--- src/rtl/alu_sequencer_if.sv ---
// alu_sequencer_if: command / response handshake bundle between the system
// control FSM and the ALU sequencer.
//   cmd_valid/cmd_ready : command handshake, cmd_func/cmd_a/cmd_b payload
//   res_valid/res_ready : response handshake, res_data/res_carry/res_err payload
// master = command issuer / response consumer, slave = sequencer.
`timescale 1ns/1ps
interface alu_sequencer_if #(
   parameter int WIDTH = 16
) ();
   logic             cmd_valid;
   logic             cmd_ready;
   logic [3:0]       cmd_func;
   logic [WIDTH-1:0] cmd_a;
   logic [WIDTH-1:0] cmd_b;
   logic             res_valid;
   logic             res_ready;
   logic [WIDTH-1:0] res_data;
   logic             res_carry;
   logic             res_err;

   modport master (
      output cmd_valid, cmd_func, cmd_a, cmd_b, res_ready,
      input  cmd_ready, res_valid, res_data, res_carry, res_err
   );

   modport slave (
      input  cmd_valid, cmd_func, cmd_a, cmd_b, res_ready,
      output cmd_ready, res_valid, res_data, res_carry, res_err
   );
endinterface

--- src/rtl/alu_sequencer.sv ---
// alu_sequencer: accepts one ALU command at a time, drives registered
// operands/function into the ALU, waits for the selected unit's valid flag
// (or times out) and returns the result over a response handshake.
// Ports:
//   clk, rst            : clock (rising edge), asynchronous active-low reset
//   bus (slave)         : command/response handshake bundle
//   alu_a/alu_b/alu_func: registered operands and function to the ALU
//   *_out, carry_out    : ALU unit results and arithmetic carry
//   *_flag              : ALU per-unit valid flags
//   busy                : high while executing or holding a response
//   op_count            : completed response handshakes, wrapping
`timescale 1ns/1ps
module alu_sequencer #(
   parameter int WIDTH   = 16,
   parameter int TIMEOUT = 8,
   parameter int CNT_W   = 8
) (
   input  logic             clk,
   input  logic             rst,
   alu_sequencer_if.slave   bus,
   output logic [WIDTH-1:0] alu_a,
   output logic [WIDTH-1:0] alu_b,
   output logic [3:0]       alu_func,
   input  logic [WIDTH-1:0] arith_out,
   input  logic [WIDTH-1:0] logic_out,
   input  logic [WIDTH-1:0] cmp_out,
   input  logic [WIDTH-1:0] shift_out,
   input  logic             carry_out,
   input  logic             arith_flag,
   input  logic             logic_flag,
   input  logic             cmp_flag,
   input  logic             shift_flag,
   output logic             busy,
   output logic [CNT_W-1:0] op_count
);

   localparam int CW = $clog2(TIMEOUT);

   typedef enum logic [1:0] {IDLE, EXEC, RESP} state_t;

   state_t           state, state_nxt;
   logic [CW-1:0]    wait_cnt;
   logic             sel_flag;
   logic [WIDTH-1:0] sel_res;
   logic             flag_hit;
   logic             timed_out;
   logic             res_valid_q;
   logic [WIDTH-1:0] res_data_q;
   logic             res_carry_q;
   logic             res_err_q;

   // Unit select lives in the registered function, so it stays latched
   // for the whole EXEC/RESP period.
   always_comb begin
      sel_flag = 1'b0;
      sel_res  = '0;
      case (alu_func[3:2])
         2'b00:   begin sel_flag = arith_flag; sel_res = arith_out; end
         2'b01:   begin sel_flag = logic_flag; sel_res = logic_out; end
         2'b10:   begin sel_flag = cmp_flag;   sel_res = cmp_out;   end
         default: begin sel_flag = shift_flag; sel_res = shift_out; end
      endcase
   end

   // First EXEC cycle still sees ALU outputs computed from the old operands.
   assign flag_hit  = (wait_cnt != '0) && sel_flag;
   assign timed_out = (wait_cnt == CW'(TIMEOUT - 1));

   always_ff @(posedge clk or negedge rst) begin
      if (!rst) state <= IDLE;
      else      state <= state_nxt;
   end

   always_comb begin
      state_nxt = state;
      case (state)
         IDLE:    if (bus.cmd_valid)          state_nxt = EXEC;
         EXEC:    if (flag_hit || timed_out)  state_nxt = RESP;
         RESP:    if (bus.res_ready)          state_nxt = IDLE;
         default:                             state_nxt = IDLE;
      endcase
   end

   always_comb begin
      bus.cmd_ready = (state == IDLE);
      busy          = (state != IDLE);
   end

   always_ff @(posedge clk or negedge rst) begin
      if (!rst) begin
         alu_a       <= '0;
         alu_b       <= '0;
         alu_func    <= '0;
         wait_cnt    <= '0;
         res_valid_q <= 1'b0;
         res_data_q  <= '0;
         res_carry_q <= 1'b0;
         res_err_q   <= 1'b0;
         op_count    <= '0;
      end else begin
         case (state)
            IDLE: begin
               if (bus.cmd_valid) begin
                  alu_a    <= bus.cmd_a;
                  alu_b    <= bus.cmd_b;
                  alu_func <= bus.cmd_func;
                  wait_cnt <= '0;
               end
            end
            EXEC: begin
               wait_cnt <= wait_cnt + CW'(1);
               if (flag_hit) begin
                  res_data_q  <= sel_res;
                  res_carry_q <= (alu_func[3:2] == 2'b00) ? carry_out : 1'b0;
                  res_err_q   <= 1'b0;
                  res_valid_q <= 1'b1;
               end else if (timed_out) begin
                  res_data_q  <= '0;
                  res_carry_q <= 1'b0;
                  res_err_q   <= 1'b1;
                  res_valid_q <= 1'b1;
               end
            end
            RESP: begin
               if (bus.res_ready) begin
                  res_valid_q <= 1'b0;
                  op_count    <= op_count + CNT_W'(1);
               end
            end
            default: ;
         endcase
      end
   end

   assign bus.res_valid = res_valid_q;
   assign bus.res_data  = res_data_q;
   assign bus.res_carry = res_carry_q;
   assign bus.res_err   = res_err_q;

endmodule

--- src/flat_wrapper.sv ---
// flat-port wrapper written by rule: the top's interface ports become plain ports
module alu_sequencer_flat 
#(
   parameter int WIDTH   = 16,
   parameter int TIMEOUT = 8,
   parameter int CNT_W   = 8
)
  (clk, rst, alu_a, alu_b, alu_func, arith_out, logic_out, cmp_out, shift_out, carry_out, arith_flag, logic_flag, cmp_flag, shift_flag, busy, op_count, bus_cmd_valid, bus_cmd_func, bus_cmd_a, bus_cmd_b, bus_res_ready, bus_cmd_ready, bus_res_valid, bus_res_data, bus_res_carry, bus_res_err);
  alu_sequencer_if #(.WIDTH(WIDTH)) bus_i ();
  input  logic clk;
  input  logic rst;
  output logic [WIDTH-1:0] alu_a;
  output logic [WIDTH-1:0] alu_b;
  output logic [3:0] alu_func;
  input  logic [WIDTH-1:0] arith_out;
  input  logic [WIDTH-1:0] logic_out;
  input  logic [WIDTH-1:0] cmp_out;
  input  logic [WIDTH-1:0] shift_out;
  input  logic carry_out;
  input  logic arith_flag;
  input  logic logic_flag;
  input  logic cmp_flag;
  input  logic shift_flag;
  output logic busy;
  output logic [CNT_W-1:0] op_count;
  input wire logic [$bits(bus_i.cmd_valid)-1:0] bus_cmd_valid;
  input wire logic [$bits(bus_i.cmd_func)-1:0] bus_cmd_func;
  input wire logic [$bits(bus_i.cmd_a)-1:0] bus_cmd_a;
  input wire logic [$bits(bus_i.cmd_b)-1:0] bus_cmd_b;
  input wire logic [$bits(bus_i.res_ready)-1:0] bus_res_ready;
  output wire logic [$bits(bus_i.cmd_ready)-1:0] bus_cmd_ready;
  output wire logic [$bits(bus_i.res_valid)-1:0] bus_res_valid;
  output wire logic [$bits(bus_i.res_data)-1:0] bus_res_data;
  output wire logic [$bits(bus_i.res_carry)-1:0] bus_res_carry;
  output wire logic [$bits(bus_i.res_err)-1:0] bus_res_err;
  assign bus_i.cmd_valid = bus_cmd_valid;
  assign bus_i.cmd_func = bus_cmd_func;
  assign bus_i.cmd_a = bus_cmd_a;
  assign bus_i.cmd_b = bus_cmd_b;
  assign bus_i.res_ready = bus_res_ready;
  assign bus_cmd_ready = bus_i.cmd_ready;
  assign bus_res_valid = bus_i.res_valid;
  assign bus_res_data = bus_i.res_data;
  assign bus_res_carry = bus_i.res_carry;
  assign bus_res_err = bus_i.res_err;
  alu_sequencer #(.WIDTH(WIDTH), .TIMEOUT(TIMEOUT), .CNT_W(CNT_W)) u_core (.clk(clk), .rst(rst), .bus(bus_i), .alu_a(alu_a), .alu_b(alu_b), .alu_func(alu_func), .arith_out(arith_out), .logic_out(logic_out), .cmp_out(cmp_out), .shift_out(shift_out), .carry_out(carry_out), .arith_flag(arith_flag), .logic_flag(logic_flag), .cmp_flag(cmp_flag), .shift_flag(shift_flag), .busy(busy), .op_count(op_count));
endmodule
--- config.mk ---
export PLATFORM = sky130hd
export DESIGN_NAME = alu_sequencer_flat
export DESIGN_NICKNAME = d
export VERILOG_FILES = /design/src/rtl/alu_sequencer_if.sv /design/src/rtl/alu_sequencer.sv /design/src/flat_wrapper.sv
export SDC_FILE = /design/constraint.sdc
export NUM_CORES = 1
export LEC_CHECK = 0
export CORE_AREA = 2 2 91 93
export CTS_CLUSTER_DIAMETER = 80
export DETAILED_ROUTE_END_ITERATION = 10
export DIE_AREA = 0 0 93 95
export PLACE_DENSITY = 0.89
export SLEW_MARGIN = 20
export SYNTH_ARGS = -nofsm -noshare
export SYNTH_HDL_FRONTEND = slang
export SYNTH_SLANG_ARGS = --single-unit
--- constraint.sdc ---
create_clock -name clk -period 3.7 [get_ports clk]
set_input_delay 0.74 -clock clk [delete_from_list [all_inputs] [get_ports clk]]
set_output_delay 0.74 -clock clk [all_outputs]
set_load 0.03 [all_outputs]
Word-level counts from Yosys, hierarchy flattened
Cells that the tools add are included.
{"block": "classes", "n_mux": 18, "reduce_logical": 15, "add_sub_neg": 2, "eq_ne": 9}
{"op": "one-hot mux 16 bit (3 select lines)", "n": 1}
{"op": "two-way mux 16 bit", "n": 2}
{"op": "adder 8 x 1 -> 8 bit, second input constant", "n": 1}
{"op": "AND reduction 2 bit", "n": 4}
{"op": "nonzero test 2 bit", "n": 4}
{"op": "two-way mux 1 bit", "n": 7}
{"op": "two-way mux 2 bit", "n": 3}
{"op": "one-hot mux 2 bit (3 select lines)", "n": 1}
{"op": "one-hot mux 3 bit (2 select lines)", "n": 1}
{"op": "AND reduction 3 bit", "n": 2}
{"op": "== test 2 x 1 -> 1 bit, second input constant", "n": 2}
{"op": "== test 2 bit, second input constant", "n": 2}
{"op": "logical NOT 2 bit", "n": 2}
{"op": "inequality test 2 bit, second input constant", "n": 2}
{"op": "adder 3 x 1 -> 3 bit, second input constant", "n": 1}
{"op": "== test 3 bit, second input constant", "n": 1}
{"op": "two-way mux 3 bit", "n": 1}
{"op": "inequality test 3 x 1 -> 1 bit, second input constant", "n": 1}
{"op": "one-hot mux 1 bit (3 select lines)", "n": 1}
{"op": "nonzero test 3 bit", "n": 1}
{"op": "inequality test 2 x 1 -> 1 bit, second input constant", "n": 1}
{"op": "one-hot mux 1 bit (2 select lines)", "n": 1}
{"op": "logical AND 1 bit", "n": 1}
{"op": "logical OR 1 bit", "n": 1}
{"block": "word_totals", "out_inout_bits": 65, "regBits": 68}

Logic depth before layout (Yosys ltp)
Gate-level depths: netlist of run 1.
{"block": "depth", "depth_word": 6, "mapped_depth": 7}

Worst setup path after synthesis of run 1
Ideal clock, no wire load.
{"block": "synth_timing", "path_type": "register to output", "from": "register u_core.state[0]", "to": "output port busy", "required_ns": 2.960, "n_path_buf": 0, "path_stages_with_launch": 4, "t_arrival_ns": 1.137, "slack_ns": 1.823, "path_cell_list": "dfrtp_1 -> inv_1 -> ha_1 -> inv_1"}
{"block": "synth_via", "elab_chain_cells": 1}
{"item": "start, declared", "line_no": "alu_sequencer.sv:41", "source": "state_t state, state_nxt;"}
{"item": "start signal, assigned", "line_no": "alu_sequencer.sv:71", "source": "else state <= state_nxt;"}
{"item": "nonzero test 2 bit", "line_no": "alu_sequencer.sv:86", "source": "busy = (state != IDLE);"}
{"item": "end, declared", "line_no": "flat_wrapper.sv:24", "source": "output logic busy;"}
Every way passes these cells.

Worst setup path in the final report of run 1
{"block": "layout_timing", "from": "register u_core.alu_func[2]", "to": "output port alu_func[2]"}
{"item": "start, declared", "line_no": "alu_sequencer.sv:23", "source": "output logic [3:0] alu_func,"}
{"item": "start signal, assigned", "line_no": "alu_sequencer.sv:106", "source": "alu_func <= bus.cmd_func;"}
{"item": "end, declared", "line_no": "flat_wrapper.sv:14", "source": "output logic [3:0] alu_func;"}
No word-level cell between the ends.

==> results of run 1 <==
-- cell usage in the layout (no fill, tap or decap), types with 2 or more instances in the layout --
| cell type | count |
|---|---|
| mux2_2 | 37 |
| mux4_2 | 9 |
| xor2_1 | 3 |
| dfrtp_1 | 68 |
| bufinv_16 | 2 |
| clkbuf_8 | 10 |
| nor2_1 | 3 |
| inv_6 | 2 |
| o2bb2ai_1 | 18 |
| xnor2_1 | 4 |
| clkinv_4 | 2 |
| mux2i_1 | 2 |
| clkdlybuf4s50_1 | 172 |
| inv_1 | 26 |
| buf_4 | 6 |
| mux4_1 | 7 |
| ha_1 | 7 |
| nor2b_1 | 2 |
| nand3_1 | 4 |
| o31ai_1 | 2 |
| nand2b_1 | 3 |
| o21ai_0 | 2 |
| nand2_1 | 6 |
| nor3_1 | 2 |
-- where the power goes --
part | internal (mW) | switching (mW)
Sequential | 1.08 | 0.233
Combinational | 1.21 | 1.31
Clock | 0.405 | 0.292
Total | 2.69 | 1.84
-- state kept, by name, summed over array words and instances (netlist names) --
signal	flops
u_core.bus.res_valid	1
u_core.alu_a	16
u_core.bus.res_err	1
u_core.bus.res_carry	1
u_core.alu_func	4
u_core.state	2
u_core.bus.res_data	16
u_core.wait_cnt	3
u_core.alu_b	16
u_core.op_count	8
-- cell families (layout without fill, tap and decap cells) --
group           count (synthesis)  in the layout  synth area share
flops                          68             68            0.5183
mux                            56             56            0.2550
buf+inv                        36            220           0.05145
compound gates                 32             32           0.08651
simple gates                   24             24           0.04345
fa+ha+maj                       7              7           0.02668
xor+xnor                        7              7           0.01867
-- stage by stage --
| step | util | instance area [um2] | hold WS (ns) |
|---|---|---|---|
| after floorplan | - | 3283 | 0.4444 |
| after global placement | 0.6443 | 5107 | 0.4563 |
| after detailed placement | 0.6443 | 5107 | 0.4591 |
| after CTS | 0.6736 | 5340 | 0.4727 |
| after global routing | 0.6739 | 5343 | 0.4577 |
| final | 0.6739 | 5343 | 0.4182 |
-- worst paths after layout --
check | start | end | slack, ns
max in group asynchronous | rst | u_core.alu_b[3] | 2.63
hold reg to reg | u_core.op_count[7] | u_core.op_count[7] | 0.47
setup / recovery | u_core.alu_func[2] | alu_func[2] | 0.96
setup reg to reg | u_core.alu_func[2] | u_core.bus.res_err | 1.31
hold / removal | rst | u_core.bus.res_data[3] | 0.42
min in group clk | u_core.op_count[7] | u_core.op_count[7] | 0.47
-- per-layer routing --
layer | vias to the layer above | part of all wire
met5 | - | 0
met4 | 0 | 0.014
met3 | 11 | 0.097
met2 | 125 | 0.52
met1 | 1308 | 0.37
li1 | 1198 | -
-- final cells by class --
cell class	count	share of cell area
sequential	68	0.3185
clock buffer	10	0.02576
timing repair buffer	178	0.3307
multi-input combinational	126	0.2644
tap	105	0.02459
inverter	26	0.01827
clock inverter	6	0.01780
==> run metrics, run 1 <==
share of layout cells above drive strength 1=0.1763; cts-stage hold buffer count=0; max incr delay on CP=0.86 ns; Inserted Diodes=0; Post-synth EDFFs=0; outcome=complete, no violations; Synth Register Bits=68; Crit Path Max Fanout=15; PwrDens=848.1 nW/um2; area share of the largest cell type after synthesis=0.5183; most used flip-flop cell after synthesis=dfrtp_1; post-route minimum period=2.738 ns; Arrival @ worst endpoint=2.00 ns; met3 Use GR=0.07183; number of cells on the critical path=1; Detailed Place HPWL=6819 um; placed insts=503; RSZ-0062 raised after global routing=no; Multi-input gate area=1413 um2; Routed WL per cell=17.18 um; Initial Util=0.4141; most numerous cell in the Yosys netlist=dfrtp_1; total negative slack=0 ns; largest net degree at the start of global routing=49; Hold Crit Class=primary input to asynchronous set/reset pin; fin cells=519; met1 Use GR=0.2232; CP Capture Type=output port; Mapped Cells=230; clock sinks=68; later-pin clock latency in the skew report=0.33 ns; Max stage delay cell, worst path=dfrtp_1; register area share after synthesis=0.5183; Core ar.=7928 um2; final WL=8916 um; grt ovf=0; CP top delay family=flip-flops; Mapped Nets=346; vias per inst=5.091; FILL cells=586; Max Cap Viol=0; Vias=2642; Async S/R FF share, synth=1.000; Yosys cell types=36; Hold Fails Final Rpt=0; CTS root buffer=clkbuf_8; CP Class=register to output port; CTS H-tree lvls=3; Ys Warns=0; Tot GR Track Use=0.2002; WP buf/inv=1; worst IR drop on VDD=0.0004802 V; io pins=174; global-route wire length before repair=13780 um; Final WS setup=0.9619 ns; synth cell count leaders=dfrtp_1 (68), mux2_2 (37), inv_1 (26), o2bb2ai_1 (18), mux4_2 (9); vias in the first global route=2800; DRT Pass-1 Iters=6; initial antenna violation count=0; Design Power=4.531 mW; port bufs=173; area grow syn2layout=62.73%; Iteration-0 DRC Markers=59; Data required, critical path=2.96 ns; syn_area_per_cell=14.27 um2; worst-margin pin slew=0.7888 ns; Mapped Area=3283 um2; antenna-violating nets left=0; GR peak layer=met2; synth top area cells=dfrtp_1 (52%), mux2_2 (13%), mux4_2 (6.2%); Die H=95 um; DP Worst Slack=1.105 ns; met2 usage=0.3623; Final #Nets=525; Cell Chain, Critical Path=clkdlybuf4s50_1; Register Area=1702 um2; final worst-path cycle share=0.7400; Worst R2R Path Depth=4; CP Launch Type=register; final setup fails=0; CTS resizes=0; Synth area leader=dfrtp_1; TritonCTS clock tree=done; post-CTS setup buffer count=0; DRC Markers=0; Die W=93 um; GP Congestion=0.8098; CTS Buf Count=9; Leakage=2.259 nW; clock slew at reported path FFs=0.08 ns; Max Freq=0.3652 GHz; Slew Limit Headroom=0.4741; Cell Rows=33; maximum clock path buffer count=2; fin. max-slew vios=0; DIE AREA=8835 um2; Final Skew=0.009551 ns
(Power assumes the default switching activity.)
==> inputs of run 2 (changes only) <==
- CORE_AREA: 2 2 91 93 -> 2 2 99 101
- DIE_AREA: 0 0 93 95 -> 0 0 101 103
- PLACE_DENSITY: 0.89 -> 0.8
- clock period: 3.7 -> 2.5 ns (I/O delays scaled with it)
==> run 2 against run 1 <==
Sequential share of layout area is 0.060 points higher; die area is 18% higher; critical path depth is 2 higher; hold slack worse by 0.26 ns; sequential power is 47% higher; clock skew is 0.0037 ns lower; clock-buffer cell count is 1 higher; core utilization is 11 points lower; setup slack worse by 0.84 ns; global-route usage is 3.3 points lower.
==> run metrics, run 2 (synthesized netlist as in run 1, its figures left out) <==
vias per inst=4.936 (was 5.091); CTS H-tree lvls=3 (unchanged); CTS root buffer=clkbuf_8 (unchanged); DIE AREA=10400 um2 (was 8835 um2); CP Launch Type=register (unchanged); Cell Rows=36 (was 33); outcome=complete, no violations (unchanged); maximum clock path buffer count=2 (unchanged); Data required, critical path=2.00 ns (was 2.96 ns); Arrival @ worst endpoint=1.88 ns (was 2.00 ns); FILL cells=787 (was 586); CP Capture Type=output port (unchanged); RSZ-0062 raised after global routing=no (unchanged); area grow syn2layout=62.42% (was 62.73%); CTS resizes=0 (unchanged); later-pin clock latency in the skew report=0.34 ns (was 0.33 ns); Hold Fails Final Rpt=0 (unchanged); commonest non-fill, non-tap cell in the layout=clkdlybuf4s50_1 (unchanged); Final Skew=0.005836 ns (was 0.009551 ns); cts-stage hold buffer count=0 (unchanged); global-route wire length before repair=13240 um (was 13780 um); switching share of power=0.4102 (was 0.4056); CP Class=register to output port (unchanged); Reg power frac=0.293 (was 0.290); antenna-violating nets left=0 (unchanged); initial antenna violation count=0 (unchanged); Tot GR Track Use=0.1671 (was 0.2002); Leakage=2.253 nW (was 2.259 nW); Initial Util=0.3471 (was 0.4141); Hold Crit Class=primary input to asynchronous set/reset pin (unchanged); largest net degree at the start of global routing=30 (was 49); total negative slack=0 ns (unchanged); post-CTS setup buffer count=0 (unchanged); worst r2r src=u_core.alu_func[2] (unchanged); combinational share of power=0.576 (was 0.556); Post-Layout Inst Area=5333 um2 (was 5343 um2); DRT Pass-1 Iters=4 (was 6); commonest cells after routing, fill and taps aside=clkdlybuf4s50_1 (172), dfrtp_1 (68), mux2_2 (37), inv_1 (26), o2bb2ai_1 (18) (unchanged); final setup fails=0 (unchanged); final worst-path cycle share=0.9503; Register Area=1702 um2 (unchanged); Vias=2626 (was 2642); io pins=174 (unchanged); worst IR drop on VDD=0.0006296 V (was 0.0004802 V); DRC Markers=0 (unchanged); clock slew at reported path FFs=0.07 ns (was 0.08 ns); TritonCTS clock tree=done (unchanged); Psw=2.693 mW (was 1.838 mW); Die H=103 um (was 95 um); Max stage delay cell, worst path=clkdlybuf4s50_1 (was dfrtp_1); Detailed Place HPWL=6971 um (was 6819 um); Multi-input gate area=1413 um2 (unchanged); Cell Chain, Critical Path=inv_1 > ha_1 > clkdlybuf4s50_1 (was clkdlybuf4s50_1); Core ar.=9459 um2 (was 7928 um2); Inserted Diodes=0 (unchanged); Max Freq=0.4209 GHz; Routed WL per cell=16.66 um (was 17.18 um); post-route minimum period=2.376 ns; Iteration-0 DRC Markers=62 (was 59); Max Cap Viol=0 (unchanged); clock share of power=0.131 (was 0.154); PwrDens=1231 nW/um2 (was 848.1 nW/um2); GP Congestion=0.7695 (was 0.8098); CP startpoint=u_core.state[0] (was u_core.alu_func[2]); fin. max-slew vios=0 (unchanged); vias in the first global route=2688 (was 2800); Crit Path Max Fanout=8 (was 15); clock sinks=68 (unchanged); grt ovf=0 (unchanged); CTS Buf Count=9 (unchanged); max incr delay on CP=0.72 ns (was 0.86 ns); Final #Nets=529 (was 525); Slew Limit Headroom=0.6133 (was 0.4741); Die W=101 um (was 93 um); fin util=0.5638 (was 0.6739); Design Power=6.566 mW (was 4.531 mW); port bufs=173 (unchanged); final WL=8861 um (was 8916 um); Fin Hold WS=0.1590 ns (was 0.4182 ns); Pint=3.873 mW (was 2.693 mW); Post-DP Area=5149 um2 (was 5107 um2); share of layout cells above drive strength 1=0.1794 (was 0.1763); worst-margin pin slew=0.5801 ns (was 0.7888 ns)
-- run 2: changes by cell type in the layout (fill, tap and decap cells not counted), sizes merged --
| cell | before | now |
|---|---|---|
| buf | 6 | 10 |
| clkbuf | 10 | 11 |
| inv | 28 | 26 |
| bufinv | 2 | 1 |
| clkinvlp | 0 | 1 |
| clkinv | 2 | 3 |
-- run 2: cell type report --
class | count | share of cell area
clock buffers | 11 | 0.02464
clock inverters | 5 | 0.009855
inverters | 26 | 0.01830
multi-input cells | 126 | 0.2649
flip-flops and latches | 68 | 0.3191
well taps | 114 | 0.02675
repair buffers | 182 | 0.3365
-- run 2: power by group through the flow --
stage	Combinational [mW]	Sequential [mW]	Clock, mW
after global placement	3.73	1.93	0
after CTS	3.83	1.94	0.893
after global routing	4.00	2.00	0.952
after detailed placement	3.81	1.96	0
after floorplan	1.44	2.81	0
final	3.78	1.93	0.859
-- run 2: final timing paths --
check                                         end  slack (ns)  depth (start not counted)
hold reg to reg                u_core.op_count[7]        0.48                          1
hold / removal             u_core.bus.res_data[6]        0.16                          1
min in group clk               u_core.op_count[7]        0.48                          1
max in group asynchronous         u_core.alu_b[0]        1.60                          2
setup / recovery                    bus_cmd_ready        0.12                          3
setup reg to reg               u_core.bus.res_err        0.64                          4
-- run 2: per-stage QoR --
step,instances,worst slack (ns)
2_1_floorplan,230,0.6984
3_3_place_gp,516,0.4800
3_5_place_dp,516,0.3673
4_1_cts,532,0.1211
5_1_grt,532,0.02909
6_report,532,0.1242
-- run 2: worst max-delay path: cells and delay by family (launching register included) --
| family | cells | cell delay (ns) |
|---|---|---|
| adders and majority gates | 1 | 0.32 |
| DFF | 1 | 0.38 |
| buffers and inverters | 2 | 0.84 |
-- run 2: layer usage --
layer | share of wire | GRT usage | vias up
met4 | 0.020 | 0.08004 | 0
met3 | 0.12 | 0.07390 | 16
met2 | 0.49 | 0.2851 | 137
met5 | 0 | 0 | -
met1 | 0.37 | 0.1782 | 1264
li1 | - | - | 1209
